[src/rtl/ysyx_210544_csr_pkg.sv]
// ysyx_210544 CSR/trap shared definitions.
// CSR addresses, snapshot indices, op codes, mstatus fields, FSM states.
package ysyx_210544_csr_pkg;

  localparam logic [11:0] CSR_MSTATUS  = 12'h300;
  localparam logic [11:0] CSR_MIE      = 12'h304;
  localparam logic [11:0] CSR_MTVEC    = 12'h305;
  localparam logic [11:0] CSR_MSCRATCH = 12'h340;
  localparam logic [11:0] CSR_MEPC     = 12'h341;
  localparam logic [11:0] CSR_MCAUSE   = 12'h342;
  localparam logic [11:0] CSR_MIP      = 12'h344;
  localparam logic [11:0] CSR_MCYCLE   = 12'hB00;
  localparam logic [11:0] CSR_MINSTRET = 12'hB02;

  localparam int IDX_NONE     = 0;
  localparam int IDX_MCYCLE   = 1;
  localparam int IDX_MSTATUS  = 2;
  localparam int IDX_MIE      = 3;
  localparam int IDX_MTVEC    = 4;
  localparam int IDX_MSCRATCH = 5;
  localparam int IDX_MEPC     = 6;
  localparam int IDX_MCAUSE   = 7;

  localparam logic [1:0] CSR_OP_NONE = 2'b00;
  localparam logic [1:0] CSR_OP_RW   = 2'b01;
  localparam logic [1:0] CSR_OP_RS   = 2'b10;
  localparam logic [1:0] CSR_OP_RC   = 2'b11;

  localparam int MS_MIE  = 3;
  localparam int MS_MPIE = 7;
  localparam int MS_MPP  = 11;
  localparam int MS_FS   = 13;
  localparam int MS_XS   = 15;

  localparam int MIE_MTIE = 7;
  localparam int MIP_MTIP = 7;

  typedef enum logic [1:0] {
    ST_IDLE   = 2'd0,
    ST_ENTER  = 2'd1,
    ST_RETURN = 2'd2
  } trap_state_e;

endpackage

[src/rtl/ysyx_210544_csr_trap_unit_counter.sv]
// ysyx_210544 CSR counter: free-running, write overrides increment.
// Ports: clk, rst, inc_i, wen_i, wdata_i, cnt_o.
module ysyx_210544_csr_counter #(
  parameter int W = 64
) (
  input  logic         clk,
  input  logic         rst,
  input  logic         inc_i,
  input  logic         wen_i,
  input  logic [W-1:0] wdata_i,
  output logic [W-1:0] cnt_o
);

  logic [W-1:0] cnt_q, cnt_d;

  always_comb begin
    cnt_d = cnt_q;
    if (wen_i) cnt_d = wdata_i;
    else if (inc_i) cnt_d = cnt_q + W'(1);
  end

  always_ff @(posedge clk) begin
    if (rst) cnt_q <= '0;
    else cnt_q <= cnt_d;
  end

  assign cnt_o = cnt_q;

endmodule

[src/rtl/ysyx_210544_csr_trap_unit.sv]
// ysyx_210544 M-mode CSR file with trap entry / mret sequencer.
// Ports: CSR access (ren/wen/addr/op/wdata/rdata/illegal), counters, trap/mret, redirect, difftest.
module ysyx_210544_csr_trap_unit
  import ysyx_210544_csr_pkg::*;
#(
  parameter int               XLEN         = 64,
  parameter logic [XLEN-1:0]  MSTATUS_RST  = XLEN'(64'h1800),
  parameter logic [XLEN-1:0]  MTVEC_RST    = '0,
  parameter bit               HAS_MINSTRET = 1'b1
) (
  input  logic                  clk,
  input  logic                  rst,
  input  logic                  i_csr_ren,
  input  logic                  i_csr_wen,
  input  logic [11:0]           i_csr_addr,
  input  logic [1:0]            i_csr_op,
  input  logic [XLEN-1:0]       i_csr_wdata,
  output logic [XLEN-1:0]       o_csr_rdata,
  output logic                  o_csr_illegal,
  input  logic                  i_instret,
  input  logic                  i_timer_irq,
  input  logic                  i_trap_valid,
  input  logic [XLEN-1:0]       i_trap_cause,
  input  logic [XLEN-1:0]       i_trap_pc,
  input  logic                  i_mret,
  output logic                  o_busy,
  output logic                  o_redirect_valid,
  output logic [XLEN-1:0]       o_redirect_pc,
  output logic                  o_irq_pending,
  output logic [7:0][XLEN-1:0]  o_csrs
);

  trap_state_e     state_q;
  logic            redir_v_q;
  logic [XLEN-1:0] redir_pc_q;

  logic [XLEN-1:0] mstatus_q, mstatus_d;
  logic [XLEN-1:0] mie_q, mie_d;
  logic [XLEN-1:0] mtvec_q, mtvec_d;
  logic [XLEN-1:0] mscratch_q, mscratch_d;
  logic [XLEN-1:0] mepc_q, mepc_d;
  logic [XLEN-1:0] mcause_q, mcause_d;
  logic            mtip_q;
  logic [XLEN-1:0] mcycle, minstret;

  logic            hit, idle, trap_go, mret_go, wr_go;
  logic [XLEN-1:0] cur, wval, tbase, target;
  logic            we_mcycle, we_minstret;

  function automatic logic [XLEN-1:0] csr_alu(
    input logic [1:0]      op,
    input logic [XLEN-1:0] old,
    input logic [XLEN-1:0] w
  );
    case (op)
      CSR_OP_RW: csr_alu = w;
      CSR_OP_RS: csr_alu = old | w;
      CSR_OP_RC: csr_alu = old & ~w;
      default:   csr_alu = old;
    endcase
  endfunction

  // SD summarises dirty FS/XS state of the value being written
  function automatic logic [XLEN-1:0] sd_fix(input logic [XLEN-1:0] v);
    sd_fix = v;
    sd_fix[XLEN-1] = (&v[MS_FS+:2]) | (&v[MS_XS+:2]);
  endfunction

  always_comb begin
    hit = 1'b1;
    cur = '0;
    case (i_csr_addr)
      CSR_MSTATUS:  cur = mstatus_q;
      CSR_MIE:      cur = mie_q;
      CSR_MTVEC:    cur = mtvec_q;
      CSR_MSCRATCH: cur = mscratch_q;
      CSR_MEPC:     cur = mepc_q;
      CSR_MCAUSE:   cur = mcause_q;
      CSR_MIP:      cur[MIP_MTIP] = mtip_q;
      CSR_MCYCLE:   cur = mcycle;
      CSR_MINSTRET: cur = minstret;
      default:      hit = 1'b0;
    endcase
  end

  assign o_csr_rdata   = (i_csr_ren && hit) ? cur : '0;
  assign o_csr_illegal = !hit && (i_csr_ren || i_csr_wen);

  assign idle    = (state_q == ST_IDLE);
  assign trap_go = idle && i_trap_valid;
  assign mret_go = idle && i_mret && !i_trap_valid;
  assign wr_go   = i_csr_wen && (i_csr_op != CSR_OP_NONE) && hit
                   && !trap_go && !mret_go;
  assign wval    = csr_alu(i_csr_op, cur, i_csr_wdata);

  assign we_mcycle   = wr_go && (i_csr_addr == CSR_MCYCLE);
  assign we_minstret = wr_go && (i_csr_addr == CSR_MINSTRET);

  // vectored mode only applies to interrupts
  assign tbase  = {mtvec_q[XLEN-1:2], 2'b00};
  assign target = (mtvec_q[1:0] == 2'b01 && i_trap_cause[XLEN-1])
                  ? tbase + {i_trap_cause[XLEN-3:0], 2'b00}
                  : tbase;

  always_comb begin
    mstatus_d  = mstatus_q;
    mie_d      = mie_q;
    mtvec_d    = mtvec_q;
    mscratch_d = mscratch_q;
    mepc_d     = mepc_q;
    mcause_d   = mcause_q;
    if (trap_go) begin
      mepc_d                = {i_trap_pc[XLEN-1:2], 2'b00};
      mcause_d              = i_trap_cause;
      mstatus_d[MS_MPIE]    = mstatus_q[MS_MIE];
      mstatus_d[MS_MIE]     = 1'b0;
      mstatus_d[MS_MPP+:2]  = 2'b11;
    end else if (mret_go) begin
      mstatus_d[MS_MIE]     = mstatus_q[MS_MPIE];
      mstatus_d[MS_MPIE]    = 1'b1;
      mstatus_d[MS_MPP+:2]  = 2'b11;
    end else if (wr_go) begin
      case (i_csr_addr)
        CSR_MSTATUS:  mstatus_d  = sd_fix(wval);
        CSR_MIE:      mie_d      = wval;
        CSR_MTVEC:    mtvec_d    = wval;
        CSR_MSCRATCH: mscratch_d = wval;
        CSR_MEPC:     mepc_d     = {wval[XLEN-1:2], 2'b00};
        CSR_MCAUSE:   mcause_d   = wval;
        default:      ;
      endcase
    end
  end

  always_ff @(posedge clk) begin
    if (rst) begin
      mstatus_q  <= MSTATUS_RST;
      mie_q      <= '0;
      mtvec_q    <= MTVEC_RST;
      mscratch_q <= '0;
      mepc_q     <= '0;
      mcause_q   <= '0;
      mtip_q     <= 1'b0;
    end else begin
      mstatus_q  <= mstatus_d;
      mie_q      <= mie_d;
      mtvec_q    <= mtvec_d;
      mscratch_q <= mscratch_d;
      mepc_q     <= mepc_d;
      mcause_q   <= mcause_d;
      mtip_q     <= i_timer_irq;
    end
  end

  always_ff @(posedge clk) begin
    if (rst) begin
      state_q    <= ST_IDLE;
      redir_v_q  <= 1'b0;
      redir_pc_q <= '0;
    end else begin
      unique case (state_q)
        ST_IDLE: begin
          if (trap_go) begin
            state_q    <= ST_ENTER;
            redir_v_q  <= 1'b1;
            redir_pc_q <= target;
          end else if (mret_go) begin
            state_q    <= ST_RETURN;
            redir_v_q  <= 1'b1;
            redir_pc_q <= mepc_q;
          end else begin
            redir_v_q  <= 1'b0;
          end
        end
        ST_ENTER, ST_RETURN: begin
          state_q   <= ST_IDLE;
          redir_v_q <= 1'b0;
        end
        default: begin
          state_q   <= ST_IDLE;
          redir_v_q <= 1'b0;
        end
      endcase
    end
  end

  ysyx_210544_csr_counter #(.W(XLEN)) u_mcycle (
    .clk     (clk),
    .rst     (rst),
    .inc_i   (1'b1),
    .wen_i   (we_mcycle),
    .wdata_i (wval),
    .cnt_o   (mcycle)
  );

  generate
    if (HAS_MINSTRET) begin : g_minstret
      ysyx_210544_csr_counter #(.W(XLEN)) u_minstret (
        .clk     (clk),
        .rst     (rst),
        .inc_i   (i_instret),
        .wen_i   (we_minstret),
        .wdata_i (wval),
        .cnt_o   (minstret)
      );
    end else begin : g_no_minstret
      assign minstret = '0;
    end
  endgenerate

  assign o_busy        = !idle;
  // a reset landing on the redirect cycle suppresses the pulse
  assign o_redirect_valid = redir_v_q && !rst;
  assign o_redirect_pc    = redir_pc_q;
  assign o_irq_pending    = mstatus_q[MS_MIE] && mie_q[MIE_MTIE] && mtip_q;

  assign o_csrs[IDX_NONE]     = '0;
  assign o_csrs[IDX_MCYCLE]   = mcycle;
  assign o_csrs[IDX_MSTATUS]  = mstatus_q;
  assign o_csrs[IDX_MIE]      = mie_q;
  assign o_csrs[IDX_MTVEC]    = mtvec_q;
  assign o_csrs[IDX_MSCRATCH] = mscratch_q;
  assign o_csrs[IDX_MEPC]     = mepc_q;
  assign o_csrs[IDX_MCAUSE]   = mcause_q;

endmodule

[config.mk]
export PLATFORM = sky130hd
export DESIGN_NAME = ysyx_210544_csr_trap_unit
export DESIGN_NICKNAME = d
export VERILOG_FILES = /design/src/rtl/ysyx_210544_csr_pkg.sv /design/src/rtl/ysyx_210544_csr_trap_unit_counter.sv /design/src/rtl/ysyx_210544_csr_trap_unit.sv
export SDC_FILE = /design/constraint.sdc
export NUM_CORES = 2
export LEC_CHECK = 0
export ABC_CLOCK_PERIOD_IN_PS = 3300
export BUFFER_PORTS_ARGS = -buffer_cell sky130_fd_sc_hd__buf_4
export CAP_MARGIN = 30
export CORE_AREA = 2 2 330 332
export DETAILED_ROUTE_END_ITERATION = 8
export DIE_AREA = 0 0 332 334
export SYNTH_ARGS = -nofsm -noshare
export SYNTH_HDL_FRONTEND = slang
export SYNTH_SLANG_ARGS = --single-unit
[constraint.sdc]
create_clock -name clk -period 3.3 [get_ports clk]
set_input_delay 0.165 -clock clk [delete_from_list [all_inputs] [get_ports clk]]
set_output_delay 0.165 -clock clk [all_outputs]
set_load 0.03 [all_outputs]
**Word level (Yosys, flattened, before mapping)**

Index checks and enable logic that the tools add are counted.

- Register bits after elaboration: 578
- Input port bits: 214
- Word-level logic and storage cells: 119

- $add $sub $neg: 3
- Eq/ne operators: 14
- Multiplexer cells: 29
- Bitwise operators: 7
- Reduce and logical (&&, ||, !) cells: 50

Operators by type and width:

| kind | number |
|---|---|
| 64-bit two-way mux | 15 |
| 56-bit case mux with 8 select lines | 1 |
| 64-bit case mux with 3 select lines | 1 |
| 64-bit by 1-bit adder with 64-bit output, second input constant | 2 |
| 12-bit by 10-bit == test with 1-bit output, second input constant | 7 |
| 64-bit adder | 1 |
| 64-bit bitwise AND | 1 |
| 64-bit inverter | 1 |
| 64-bit OR | 1 |
| 7-bit case mux with 8 select lines | 1 |
| 12-bit == test, second input constant | 2 |
| 8-bit two-way mux | 2 |
| 4-bit AND reduction | 4 |
| 2-bit nonzero test | 8 |
| 1-bit logical AND | 15 |
| 2-bit AND reduction | 6 |
| 1-bit case mux with 9 select lines | 1 |
| 9-bit OR reduction | 1 |
| 1-bit two-way mux | 8 |
| 1-bit zero test | 6 |
| 3-bit AND reduction | 2 |
| 3-bit nonzero test | 2 |
| 3-bit OR reduction | 2 |
| 2-bit by 1-bit == test with 1-bit output, second input constant | 2 |
| 7 further kinds | 11 |

**Depth between registers and ports, before layout**

- Word-level depth: 9
- Gate-level depth with buffers: 13
- Depth with buffers taken out: 13

**Hierarchy**

From an unflattened synthesis, not the netlist that was laid out.

- Cell total of the unflattened synthesis: 4,488
- Area total of the unflattened synthesis: 34,270.4 µm²

By module, submodules not included:

| module | times used | cells an instance | area an instance (µm²) | sequential area each (µm²) |
|---|---|---|---|---|
| ysyx_210544_csr_trap_unit | 1 | 3,528 | 26,740.6 | 8,968.6 |
| ysyx_210544_csr_counter | 2 | 480 | 3,764.9 | 1,281.2 |

**Worst setup path after synthesis**

Ideal clock, no wire load.

- Path kind: register -> register
- Start point: register mtvec_q[23]
- End point: register redir_pc_q[40] (netlist: o_redirect_pc[40])
- Library setup time: 0.114 ns
- Arrival time: 3.078 ns
- Path slack: 0.108 ns
- Cell stages (with the launch flop): 12
- Path buffers: 0
- Clock period less this slack: 3.192 ns
- Cell sequence: dfxtp_1 > ha_1 > a21o_1 > a21o_1 > a2111oi_0 > or3b_1 > o21ai_2 > o21ai_2 > a41oi_2 > xnor2_1 > mux2i_1 > a2111oi_0

- Longest elaborated chain between the ends: 3

Ends and longest elaborated chain:

| item | line | RTL |
|---|---|---|
| start: declaration | ysyx_210544_csr_trap_unit.sv:39 | `logic [XLEN-1:0] mtvec_q, mtvec_d;` |
| start signal: assignment | ysyx_210544_csr_trap_unit.sv:147 | `mtvec_q <= mtvec_d;` |
| 64-bit adder | ysyx_210544_csr_trap_unit.sv:102 | `? tbase + {i_trap_cause[XLEN-3:0], 2'b00}` |
| 64-bit two-way mux | ysyx_210544_csr_trap_unit.sv:102 |  |
| 64-bit two-way mux | ysyx_210544_csr_trap_unit.sv:163 | `if (trap_go) begin` |
| end signal: assignment | ysyx_210544_csr_trap_unit.sv:166 | `redir_pc_q <= target;` |
| end signal: assignment | ysyx_210544_csr_trap_unit.sv:170 | `redir_pc_q <= mepc_q;` |
| end: declaration | ysyx_210544_csr_trap_unit.sv:35 | `logic [XLEN-1:0] redir_pc_q;` |

Every way passes these cells.
A chain may end at the register's enable or synchronous reset.

**Worst setup path after layout**

- Start point: register u_mcycle.cnt_q[33] (netlist: u_mcycle.cnt_o[33])
- End point: output port o_csr_rdata[33]

- Longest elaborated chain between the ends: 2

Ends and longest elaborated chain:

| item | line | RTL |
|---|---|---|
| start: declaration | ysyx_210544_csr_trap_unit_counter.sv:14 | `logic [W-1:0] cnt_q, cnt_d;` |
| start signal: assignment | ysyx_210544_csr_trap_unit_counter.sv:24 | `else cnt_q <= cnt_d;` |
| 56-bit case mux with 8 select lines | ysyx_210544_csr_trap_unit.sv:72 | `case (i_csr_addr)` |
| 64-bit two-way mux | ysyx_210544_csr_trap_unit.sv:86 | `assign o_csr_rdata = (i_csr_ren && hit) ? cur : '0;` |
| end: declaration | ysyx_210544_csr_trap_unit.sv:18 | `output logic [XLEN-1:0] o_csr_rdata,` |

Every way passes these cells.

==> run metrics <==
Synth Flop Type=dfxtp_1; top post-synthesis cells by count=974 x nand2_1, 576 x dfxtp_1, 508 x a21oi_1; Worst Tran Pin Value=1.26 ns; Post-Syn Area=0.0330 sq mm; Sw Pwr=0.00576 W; period utilisation layout=98.7%; layout cells sized above 1=27.4%; Post-Layout Inst Area=0.0470 sq mm; CTS tree=done; vias in the first global route=37.4k; RD Place Congestion=1.03; area grow syn2layout=42.5%; Sequential Power Share=39.2%; worst hold path class=in -> reg; critical path class=reg -> out; simple logic cell fraction of the synthesized area=22.4%; unrepaired setup endpoints after global routing=true; Fillers=11.0k; Die Wd=332 um; top cell type by total area after synthesis=dfxtp_1; largest net degree at the start of global routing=131; initial core utilization=30.6%; Die Area=0.111 sq mm; Period minus WS final=3.26 ns; Compound-Gate Fraction of Synth Area=26.1%; placed wire-length estimate=173 mm; DRT iter0 DRCs=5346; DR pass1 iterations=9; Synth area leaders=dfxtp_1 35%, nand2_1 11%, a21oi_1 7.7%; Slew Limit Fails=0; cts bufs inserted=72; largest family of logic cells by synthesized area=compound AO/OA/AOI/OAI gates; initial antenna violation count=25; Yosys reg bits=576; pwr dens=404 mW/mm^2; post-synth top area share=35.0%; first-pass GRT wire length=301 mm; wire per inst=32.7 um; Post-DP Area=0.0430 sq mm; Syn Area/Cell=7.65 sq um; P_leak=19.0 nW; Critical Path AT=3.09 ns; sequential share of the synthesized area=35.0%; Clock Pin Slew Worst Setup and Hold Paths=0.06 ns; CP required=3.13 ns; clock network power share=45.2%; crit path launch type=flip-flop; final hold violations=0; Peak VDD IR=290 uV; mux cell area share after synthesis=3.45%; core area=0.108 sq mm; CTS Sinks=576; synth unique cells=88; failing checks=DRC; Worst Skew=0.0241 ns; Clk Latency, worst-skew pair=0.67 ns; ys async rst share=0%; Worst Hold Slack=0.0311 ns; Int Pwr=0.0132 W; switch share=30.4%; WL final=223 mm; via count=40.4k; Vias/cell=5.90; Max Cap Viol=0; EDFF count, synth=0; Total Power=0.0190 W; most frequent cell after synthesis=nand2_1; root buf cell=clkbuf_16; Post-Synth Adder-Cell Area=2.45%; Crit Path Max Fanout=5; GRT Total Usage=38.2%; GRT overflow=0; die height=334 um; final setup fails=0; Antenna Nets Post-Route=0; outcome=complete, but fails checks; Peak Freq=0.307 GHz; IO Count=858; Syn Inst Count=4308; Synth Area in XOR/XNOR=4.65%; I/O Buffers=787; Ys Warns=0; drc violations=7; Nets=5650; combinational share of power=15.6%; slew margin rel.=15.7%; CTS Buffer Depth=3; Setup TNS Final=0 ns; kind of end point of the critical path=output pin; H-tree depth=3; Rows=121
==> final timing paths <==
| check | depth (start not counted) | from | endpoint | slack, ns |
|---|---|---|---|---|
| setup / recovery | 7 | u_mcycle.cnt_o[33] | o_csr_rdata[33] | 0.04 |
| hold / removal | 5 | i_csr_wdata[28] | mcause_q[28] | 0.03 |
| setup reg to reg | 9 | u_mcycle.cnt_o[46] | mepc_q[46] | 0.08 |
| hold reg to reg | 2 | mstatus_q[40] | mstatus_q[40] | 0.46 |
==> cell usage in the layout, fill, tap and decap left out, types with 34 or more instances in the layout <==
cell	count
o21ai_0	43
nor3_1	84
a311oi_1	34
nor2_1	346
xor2_1	80
conb_1	68
and3_1	82
nand3_1	80
a21oi_1	507
dfxtp_1	575
xnor2_1	95
clkbuf_16	72
nand2_1	969
a222oi_1	118
nand4_1	38
a211o_2	37
ha_1	61
mux2_2	61
buf_12	68
a22oi_1	103
a211oi_1	183
mux2i_1	45
inv_1	38
buf_4	1115
dlygate4sd3_1	134
==> power by group through the flow <==
stage | clock [W] | sequential (W) | combinational, W
2_1_floorplan | 0 | 0.00769 | 0.00108
3_3_place_gp | 0 | 0.00757 | 0.00274
3_5_place_dp | 0 | 0.00757 | 0.00275
4_1_cts | 0.00858 | 0.00742 | 0.00289
5_1_grt | 0.00881 | 0.00742 | 0.00303
6_report | 0.00857 | 0.00744 | 0.00296
==> registers in the layout, summed over array words and instances, names as in the netlist <==
| signal | count |
|---|---|
| g_minstret.u_minstret.cnt_o | 64 |
| mcause_q | 64 |
| mepc_q | 62 |
| mie_q | 64 |
| mscratch_q | 64 |
| mstatus_q | 64 |
| mtip_q | 1 |
| mtvec_q | 64 |
| o_redirect_pc | 62 |
| redir_v_q | 1 |
| state_q | 2 |
| u_mcycle.cnt_o | 64 |
==> critical path: stages, from the launching register on <==
cell and delay, ns:
dfxtp_1 0.37, mux2_2 0.31, a222oi_1 0.86, and3_1 0.35
buf_4 0.14, nor2_1 0.03, buf_4 0.20, buf_4 0.17
==> through the flow <==
stage,setup slack (ns),cells,util (%)
after global routing,-0.0873,6842,43.6
final,0.0439,6844,43.6
after global placement,-0.121,6571,39.9
after floorplan,0.108,4375,-
after CTS,0.000153,6834,43.4
after detailed placement,-0.139,6571,39.9
==> timing repair <==
| action | 4_1_cts | 5_1_grt |
|---|---|---|
| cloned | 0 | 1 |
| setup endpoints to repair | 11 | 28 |
| resized for setup | 5 | 22 |
| pin swaps | 3 | 17 |
| buffers inserted | 2 | 4 |
| hold buffers | 134 | 0 |
| hold endpoints to repair | 155 | 0 |
==> cells by family after synthesis <==
family | Yosys count
and+or+nand+nor | 1719
AOI/OAI and AO/OA | 1230
DFF | 576
buffers and inverters | 437
xor gates and xnor gates | 175
muxes | 106
adders and majority gates | 64
other | 1
==> layout make-up <==
type                       instances  area (sq um)  share of cell area [%]
antenna                            5          12.5                  0.0266
clock buffer                      95          2000                    4.25
clock inverter                    32           464                   0.988
inverter                          40           150                   0.320
multi-input combinational       3363         20000                    42.5
sequential                       576         11500                    24.5
tap                             1414          1770                    3.77
timing repair buffer            1319         11100                    23.6
==> metal layers <==
metal  part of all wire (%)  vias to the layer above  routed length (um)  GRT usage (%)
met5                   0.10                        -                 229              0
met4                    9.5                       36               21200           30.5
met3                    9.9                      716               22100           9.57
met2                     46                     2725              102000           62.9
met1                     35                    19400               77600           42.1
li1                       -                    17500                   -              -
No activity file was read; power rests on OpenSTA's default activity.
